$ cat config.mk
export PLATFORM = sky130hd
export DESIGN_NAME = led_pwm_blinker_flat
export DESIGN_NICKNAME = d
export VERILOG_FILES = /design/src/rtl/led_pwm_blinker_pkg.sv /design/src/rtl/led_pwm_blinker_if.sv /design/src/rtl/led_pwm_blinker_tick_divider.sv /design/src/rtl/led_pwm_blinker.sv /design/src/flat_wrapper.sv
export SDC_FILE = /design/constraint.sdc
export NUM_CORES = 1
export LEC_CHECK = 0
export ABC_AREA = 0
export BUFFER_PORTS_ARGS = -buffer_cell sky130_fd_sc_hd__clkbuf_2
export CAP_MARGIN = 5
export CORE_ASPECT_RATIO = 0.9
export CORE_MARGIN = 2
export CORE_UTILIZATION = 40
export DETAILED_ROUTE_END_ITERATION = 12
export PLACE_DENSITY = 0.55
export SYNTH_ARGS = -nofsm -noshare
export SYNTH_HDL_FRONTEND = slang
export SYNTH_SLANG_ARGS = --single-unit
$ cat constraint.sdc
create_clock -name iCpuClock -period 4.8 [get_ports iCpuClock]
set_input_delay 0.72 -clock iCpuClock [delete_from_list [all_inputs] [get_ports iCpuClock]]
set_output_delay 0.72 -clock iCpuClock [all_outputs]
set_load 0.05 [all_outputs]
$ cat src/rtl/led_pwm_blinker_pkg.sv
// Shared config-bus types, register addresses and reset values for the LED PWM/blink stage.
package led_cfg_pkg;
  typedef logic [1:0]  cfg_addr_t;
  typedef logic [15:0] cfg_data_t;

  localparam cfg_addr_t LED_CFG_DUTY    = 2'b00;
  localparam cfg_addr_t LED_CFG_MASK_LO = 2'b01;
  localparam cfg_addr_t LED_CFG_MASK_HI = 2'b10;
  localparam cfg_addr_t LED_CFG_CTRL    = 2'b11;

  // Duty resets to full brightness; the top slices off its PWM_BITS.
  localparam cfg_data_t LED_DUTY_RST   = 16'hFFFF;
  localparam logic      LED_ENABLE_RST = 1'b1;
endpackage

$ cat src/rtl/led_pwm_blinker_if.sv
// Write-only MMIO config port: one-cycle write strobe with 2-bit address and 16-bit data.
interface led_pwm_blinker_if;
  logic                  do_cfg_write;
  led_cfg_pkg::cfg_addr_t cfg_address;
  led_cfg_pkg::cfg_data_t cfg_data;

  modport master (output do_cfg_write, cfg_address, cfg_data);
  modport slave  (input  do_cfg_write, cfg_address, cfg_data);
endinterface

$ cat src/rtl/led_pwm_blinker_tick_divider.sv
// Free-running prescaler: counts 0..TICK_CYCLES-1 and pulses tick for one cycle at terminal count.
module tick_divider #(
  parameter int TICK_CYCLES = 23_000
) (
  input  logic iCpuClock,
  input  logic iCpuReset,
  output logic tick
);
  localparam int CW = (TICK_CYCLES > 1) ? $clog2(TICK_CYCLES) : 1;
  localparam logic [CW-1:0] LAST = CW'(TICK_CYCLES - 1);

  logic [CW-1:0] cnt;

  assign tick = (cnt == LAST);

  always_ff @(posedge iCpuClock or posedge iCpuReset) begin
    if (iCpuReset) begin
      cnt <= '0;
    end else if (tick) begin
      cnt <= '0;
    end else begin
      cnt <= cnt + 1'b1;
    end
  end
endmodule

$ cat src/rtl/led_pwm_blinker.sv
// Drives LED pins from the light state with global PWM dimming and per-LED blinking.
// One register stage from iLightState/pwm_cnt to oLedPins; config writes land the next cycle.
module led_pwm_blinker
  import led_cfg_pkg::*;
#(
  parameter int PWM_BITS    = 8,
  parameter int TICK_CYCLES = 23_000,
  parameter int BLINK_BITS  = 12
) (
  input  logic                iCpuClock,
  input  logic                iCpuReset,
  input  logic [23:0]         iLightState,
  led_pwm_blinker_if.slave    cfg,
  output logic [23:0]         oLedPins,
  output logic                oPwmWrap
);
  localparam logic [PWM_BITS-1:0] PWM_MAX = '1;

  logic [PWM_BITS-1:0]   duty_req;
  logic [PWM_BITS-1:0]   duty_act;
  logic [PWM_BITS-1:0]   pwm_cnt;
  logic [23:0]           blink_mask;
  logic [3:0]            rate;
  logic                  enable;
  logic                  invert;
  logic [BLINK_BITS-1:0] blink_cnt;
  logic                  tick;
  logic                  phase;
  logic                  pwm_on;
  logic                  pwm_at_max;
  logic [23:0]           raw;

  always_ff @(posedge iCpuClock or posedge iCpuReset) begin
    if (iCpuReset) begin
      duty_req   <= LED_DUTY_RST[PWM_BITS-1:0];
      blink_mask <= '0;
      rate       <= '0;
      enable     <= LED_ENABLE_RST;
      invert     <= 1'b0;
    end else if (cfg.do_cfg_write) begin
      case (cfg.cfg_address)
        LED_CFG_DUTY:    duty_req <= cfg.cfg_data[PWM_BITS-1:0];
        LED_CFG_MASK_LO: blink_mask[15:0] <= cfg.cfg_data;
        LED_CFG_MASK_HI: begin
          blink_mask[23:16] <= cfg.cfg_data[7:0];
          rate              <= cfg.cfg_data[11:8];
        end
        LED_CFG_CTRL: begin
          enable <= cfg.cfg_data[0];
          invert <= cfg.cfg_data[1];
        end
      endcase
    end
  end

  assign pwm_at_max = (pwm_cnt == PWM_MAX);
  assign oPwmWrap   = pwm_at_max;

  // duty_act only moves at the period boundary so brightness never changes mid-period.
  always_ff @(posedge iCpuClock or posedge iCpuReset) begin
    if (iCpuReset) begin
      pwm_cnt  <= '0;
      duty_act <= '1;
    end else begin
      pwm_cnt <= pwm_cnt + 1'b1;
      if (pwm_at_max) duty_act <= duty_req;
    end
  end

  assign pwm_on = (duty_act == PWM_MAX) ? 1'b1 : (pwm_cnt < duty_act);

  tick_divider #(.TICK_CYCLES(TICK_CYCLES)) u_tick (
    .iCpuClock (iCpuClock),
    .iCpuReset (iCpuReset),
    .tick      (tick)
  );

  always_ff @(posedge iCpuClock or posedge iCpuReset) begin
    if (iCpuReset) begin
      blink_cnt <= '0;
    end else if (tick) begin
      blink_cnt <= blink_cnt + 1'b1;
    end
  end

  // Rates at or beyond the counter width clamp to its MSB.
  always_comb begin
    phase = blink_cnt[BLINK_BITS-1];
    for (int i = 0; i < BLINK_BITS - 1; i++) begin
      if (int'(rate) == i) phase = blink_cnt[i];
    end
  end

  assign raw = {24{enable & pwm_on}} & iLightState & (~blink_mask | {24{phase}});

  always_ff @(posedge iCpuClock or posedge iCpuReset) begin
    if (iCpuReset) begin
      oLedPins <= '0;
    end else begin
      oLedPins <= raw ^ {24{invert}};
    end
  end
endmodule
$ cat src/flat_wrapper.sv
// flat-port wrapper written by rule: the top's interface ports become plain ports
module led_pwm_blinker_flat import led_cfg_pkg::*;
#(
  parameter int PWM_BITS    = 8,
  parameter int TICK_CYCLES = 23_000,
  parameter int BLINK_BITS  = 12
)
  (iCpuClock, iCpuReset, iLightState, oLedPins, oPwmWrap, cfg_do_cfg_write, cfg_cfg_address, cfg_cfg_data);
  led_pwm_blinker_if cfg_i ();
  input  logic iCpuClock;
  input  logic iCpuReset;
  input  logic [23:0] iLightState;
  output logic [23:0] oLedPins;
  output logic oPwmWrap;
  input wire logic [$bits(cfg_i.do_cfg_write)-1:0] cfg_do_cfg_write;
  input wire logic [$bits(cfg_i.cfg_address)-1:0] cfg_cfg_address;
  input wire logic [$bits(cfg_i.cfg_data)-1:0] cfg_cfg_data;
  assign cfg_i.do_cfg_write = cfg_do_cfg_write;
  assign cfg_i.cfg_address = cfg_cfg_address;
  assign cfg_i.cfg_data = cfg_cfg_data;
  led_pwm_blinker #(.PWM_BITS(PWM_BITS), .TICK_CYCLES(TICK_CYCLES), .BLINK_BITS(BLINK_BITS)) u_core (.iCpuClock(iCpuClock), .iCpuReset(iCpuReset), .iLightState(iLightState), .cfg(cfg_i), .oLedPins(oLedPins), .oPwmWrap(oPwmWrap));
endmodule
After elaboration in Yosys (flattened, before gate mapping)

Cells that the tools add are included.

Output and inout port bits: 25
Bits in registers: 105

Reductions and logical operators: 6
Add/sub/neg operators: 3
$lt $le $gt $ge: 1
Equality and inequality tests: 16
Multiplexer cells: 13
Bitwise logic cells: 6

Operator list:

| cell                                                                  | number |
|---|---|
| 24-bit bitwise AND                                                    | 2 |
| 4-bit equality test, second input constant                            | 7 |
| 24-bit inverter                                                       | 1 |
| 24-bit OR                                                             | 1 |
| 24-bit XOR                                                            | 1 |
| 8-bit equality test, second input constant                            | 2 |
| 15-bit by 1-bit adder with 15-bit output, second input constant       | 1 |
| 15-bit equality test, second input constant                           | 1 |
| 15-bit two-way mux                                                    | 1 |
| 12-bit by 1-bit adder with 12-bit output, second input constant       | 1 |
| 1-bit two-way mux                                                     | 12 |
| 8-bit by 1-bit adder with 8-bit output, second input constant         | 1 |
| 4-bit by 3-bit equality test with 1-bit output, second input constant | 2 |
| 8-bit < comparator                                                    | 1 |
| 2-bit AND reduction                                                   | 4 |
| 2-bit equality test, second input constant                            | 2 |
| 4-bit by 2-bit equality test with 1-bit output, second input constant | 1 |
| 4-bit logical NOT                                                     | 1 |
| 2-bit by 1-bit equality test with 1-bit output, second input constant | 1 |
| 2-bit logical NOT                                                     | 1 |
| 1-bit bitwise AND                                                     | 1 |

Depth between registers and ports, before layout

Depth in word-level cells: 15
Depth in mapped cells: 8

Hierarchy

Synthesis repeated with hierarchy kept, for this count alone.

Cells, all modules: 399
Area, all modules: 4946.0 µm²

Modules (own cells, without submodules):

| module          | area each (µm²) | cells each | times used |
|---|---|---|---|
| led_pwm_blinker | 4206.5          | 331        | 1 |
| tick_divider    | 739.5           | 68         | 1 |

Worst setup path after synthesis

Ideal clock, no wire load.

Kind: flip-flop to flip-flop
From: register u_core.duty_act[5]
To: register u_core.oLedPins[10]
Clock period less this slack: 2.204 ns
Data arrival time: 2.118 ns
Buffers on the path: 1
Slack: 2.596 ns
Cell stages (with the launch flop): 9
Setup time: 0.087 ns
Cell sequence: dfstp_2 inv_1 ha_1 a21o_1 a211oi_1 buf_2 o211ai_1 a21o_1 o211ai_1

Word-level cells in the longest chain between the ends: 6
Elaborated cells on any way between the ends: 7

Ends and longest elaborated chain:

| what                                                             | line                   | RTL |
|---|---|---|
| start, declared                                                  | led_pwm_blinker.sv:20  | `logic [PWM_BITS-1:0] duty_act;` |
| start signal, assigned                                           | led_pwm_blinker.sv:66  | `if (pwm_at_max) duty_act <= duty_req;` |
| 8-bit < comparator / 8-bit equality test (equally long branches) | led_pwm_blinker.sv:70  | `assign pwm_on = (duty_act == PWM_MAX) ? 1'b1 : (pwm_cnt < duty_act);` |
| 1-bit two-way mux *                                              | led_pwm_blinker.sv:70  |  |
| 1-bit bitwise AND *                                              | led_pwm_blinker.sv:94  | `assign raw = {24{enable & pwm_on}} & iLightState & (~blink_mask \| {24{phase}});` |
| 24-bit bitwise AND * (2 in a row)                                | led_pwm_blinker.sv:94  |  |
| 24-bit XOR *                                                     | led_pwm_blinker.sv:100 | `oLedPins <= raw ^ {24{invert}};` |
| end signal, assigned                                             | led_pwm_blinker.sv:100 |  |
| end, declared                                                    | led_pwm_blinker.sv:14  | `output logic [23:0] oLedPins,` |

Every way passes the cells marked *; elsewhere a longest branch is shown, timed or not.
A chain may end at the register's enable or synchronous reset.

Final worst setup path

From: register u_core.pwm_cnt[3]
To: output oPwmWrap

Word-level cells in the longest chain between the ends: 1

Ends and longest elaborated chain:

| what                   | line                  | RTL |
|---|---|---|
| start, declared        | led_pwm_blinker.sv:21 | `logic [PWM_BITS-1:0] pwm_cnt;` |
| start signal, assigned | led_pwm_blinker.sv:65 | `pwm_cnt <= pwm_cnt + 1'b1;` |
| 8-bit equality test    | led_pwm_blinker.sv:56 | `assign pwm_at_max = (pwm_cnt == PWM_MAX);` |
| end, declared          | flat_wrapper.sv:14    | `output logic oPwmWrap;` |

Every way passes these cells.

==> flow_summary.json <==
{
  "syn_to_final_growth_pct": 13.0,
  "min_path_type": "reg -> reg",
  "die_area_um2": 15400,
  "grt_pass1_wl_um": 24100,
  "synth-edff-count": 0,
  "syn_area_um2": 5760,
  "post_cts_buffers": 0,
  "fin_crit_ns": 2.73,
  "period_share_pct": 56.9,
  "diodes": 0,
  "cp_max_fo": 9,
  "fmax_mhz": 366,
  "core_area_um2": 14100,
  "hpwl_um": 9280,
  "ctsLongestPathBuffers": 2,
  "drive_gt1_share_pct": 28.4,
  "cts.repair.resized": 0,
  "grt_pass1_vias": 4515,
  "num_vias": 4331,
  "relSlewSlack_pct": 25.9,
  "slew_violations": 0,
  "grt_max_degree": 74,
  "fin_setup_tns_ns": 0,
  "mostFrequentLayoutCells": "dfrtp_1 (87), clkbuf_2 (69), mux2_2 (49)",
  "clk_latency_ns": 0.36,
  "final_nets": 652,
  "cts.sinks": 105,
  "cts_hold_buf": 0,
  "cts_buffers": 9,
  "finalHoldViolations": 0,
  "antenna_found_initial": 0,
  "synth_cell_type_count": 48,
  "postPlaceCellArea_um2": 6230,
  "ys_ff_latch": 105,
  "status": "finished, final reports clean",
  "r2r-start": "u_core.rate[2]",
  "critPathLaunch": "u_core.pwm_cnt[3]",
  "peakVddDrop_mv": 0.205,
  "die_h_um": 118,
  "portBuffers": 69,
  "synth_top_cell_area_share_pct": 38.2,
  "drt_iter0_drc": 277,
  "critPathLaunchType": "flop",
  "cap_violations": 0,
  "tightest_slew_ns": 1.11,
  "gr-total-overflow": 0,
  "dr.pass1.iters": 4,
  "syn_nets": 604,
  "path_buf_inv": 2,
  "setup_viol": 0,
  "fin_area_um2": 6510,
  "rsz0062_at_grt": "no",
  "syn_avg_cell_area_um2": 10.5,
  "grtUsageTotal_pct": 19.9,
  "p_leak_nw": 2.67,
  "start_util_pct": 41.0,
  "route.met3.wl_um": 673,
  "dp_cells": 779,
  "yosysWarnings": 0,
  "synth_top_cell_by_area": "dfrtp_1",
  "cts-root-buf": "clkbuf_16",
  "htreeDepth": 3,
  "cts_tree": "yes",
  "ys_seq_area_share_pct": 46.0,
  "post_drt_wl_per_cell_um": 17.8,
  "top_layer": "met4",
  "cp.required_ns": 4.08,
  "syn-instance-count": 549,
  "powerDensity_nw_per_um2": 378,
  "routed_via_density": 5.45,
  "gp_congestion": 0.777,
  "max_stage_delay_ns": 0.44,
  "critPathSlowestCell": "nand4_1",
  "hp-start": "u_core.blink_cnt[11]",
  "wl_met2_um": 6460,
  "worstPathCellList": "and3_1, and2_1, nand4_1, inv_1, clkbuf_2",
  "ant_nets": 0,
  "layout_commonest_cell": "dfrtp_1",
  "clock_skew_ns": 0.0122,
  "synthArstFlopShare_pct": 100,
  "rows": 41,
  "critPathCaptureType": "output pin",
  "synthFlopType": "dfrtp_1",
  "critPathTopFamily": "simple AND/OR/NAND/NOR gates",
  "crit_type": "reg -> out",
  "drt-met1-wl_um": 6800,
  "final_cells": 795,
  "finalWirelength_um": 14200,
  "die_w_um": 131,
  "ioPinCount": 70,
  "clkTransAtPathRegs_ns": 0.07,
  "drc": 0,
  "yosys-top-cells-area": "dfrtp_1 (38%), mux2_2 (9.6%), dfstp_2 (7.8%)",
  "arrival_ns": 2.01
}
cells by family (layout without fill, tap and decap cells):
logic type	Yosys count	count (layout)	share of synthesized area [%]
compound gates	161	161	20.4
simple gates	142	142	13.1
flops	105	105	46.0
buf+inv	51	104	4.10
mux	50	50	9.75
xor+xnor	30	30	4.56
fa+ha+maj	10	10	2.17
state kept, by name, summed over array words and instances, names as in the netlist:
register	flops
u_core.duty_req	8
u_core.pwm_cnt	8
u_core.enable	1
u_core.oLedPins	24
u_core.invert	1
u_core.blink_cnt	12
u_core.rate	4
u_core.u_tick.cnt	15
u_core.blink_mask	24
u_core.duty_act	8
where the power goes:
| group | internal, mW | switching, mW | total [mW] | leakage [nW] |
|---|---|---|---|---|
| registers | 1.01 | 0.0875 | 1.10 | 1.25 |
| clock network | 0.367 | 0.343 | 0.710 | 0.138 |
| logic | 0.205 | 0.449 | 0.654 | 1.28 |
| total | 1.58 | 0.880 | 2.46 | 2.67 |
worst reg2reg max path: stages (launching register included):
cell and delay, ns:
dfrtp_1 0.48, nand2b_1 0.34, o22ai_2 0.17, a221oi_4 0.94, a21oi_1 0.25, o211ai_1 0.23
cell type report:
cell class,count,area [µm²]
well taps,193,241
fillers,1360,7540
clock buffers,10,239
flip-flops and latches,105,2650
clock inverters,6,43.8
repair buffers,77,405
multi-input cells,393,2890
inverters,11,43.8
per-stage QoR:
stage                     setup WS, ns  hold slack [ns]  util, %  power [mW]
after floorplan                   1.35            0.446        -        1.61
after global placement            2.38            0.474     44.3        1.76
after detailed placement          2.35            0.478     44.3        1.77
after CTS                         1.98            0.488     46.3        2.49
after global routing              1.87            0.535     46.3        2.60
final                             2.07            0.486     46.3        2.46
synth_stat cells (all sizes together), types with 17 or more instances:
cell	number
xnor2	21
o2111ai	25
clkbuf	23
dfrtp	88
buf	17
and2	26
nand3	37
a21o	25
a21oi	24
nand2	34
dfstp	17
o211ai	48
mux2	49
o21ai	25
per-layer routing:
layer | global-route usage [%] | up-vias
met1 | 27.7 | 2071
met4 | 5.65 | 0
met2 | 30.8 | 100
met5 | 0 | -
li1 | - | 2141
met3 | 5.00 | 19
final timing paths:
path                                         to  slack (ns)  cells past startpoint
max                                    oPwmWrap        2.07                      5
min                        u_core.blink_cnt[11]        0.49                      1
max reg2reg                 u_core.oLedPins[17]        2.30                      5
min reg2reg                u_core.blink_cnt[11]        0.49                      1
max in group asynchronous   u_core.blink_cnt[5]        3.23                      3
min in group asynchronous     u_core.pwm_cnt[1]        0.55                      2
(Power assumes the default switching activity.)
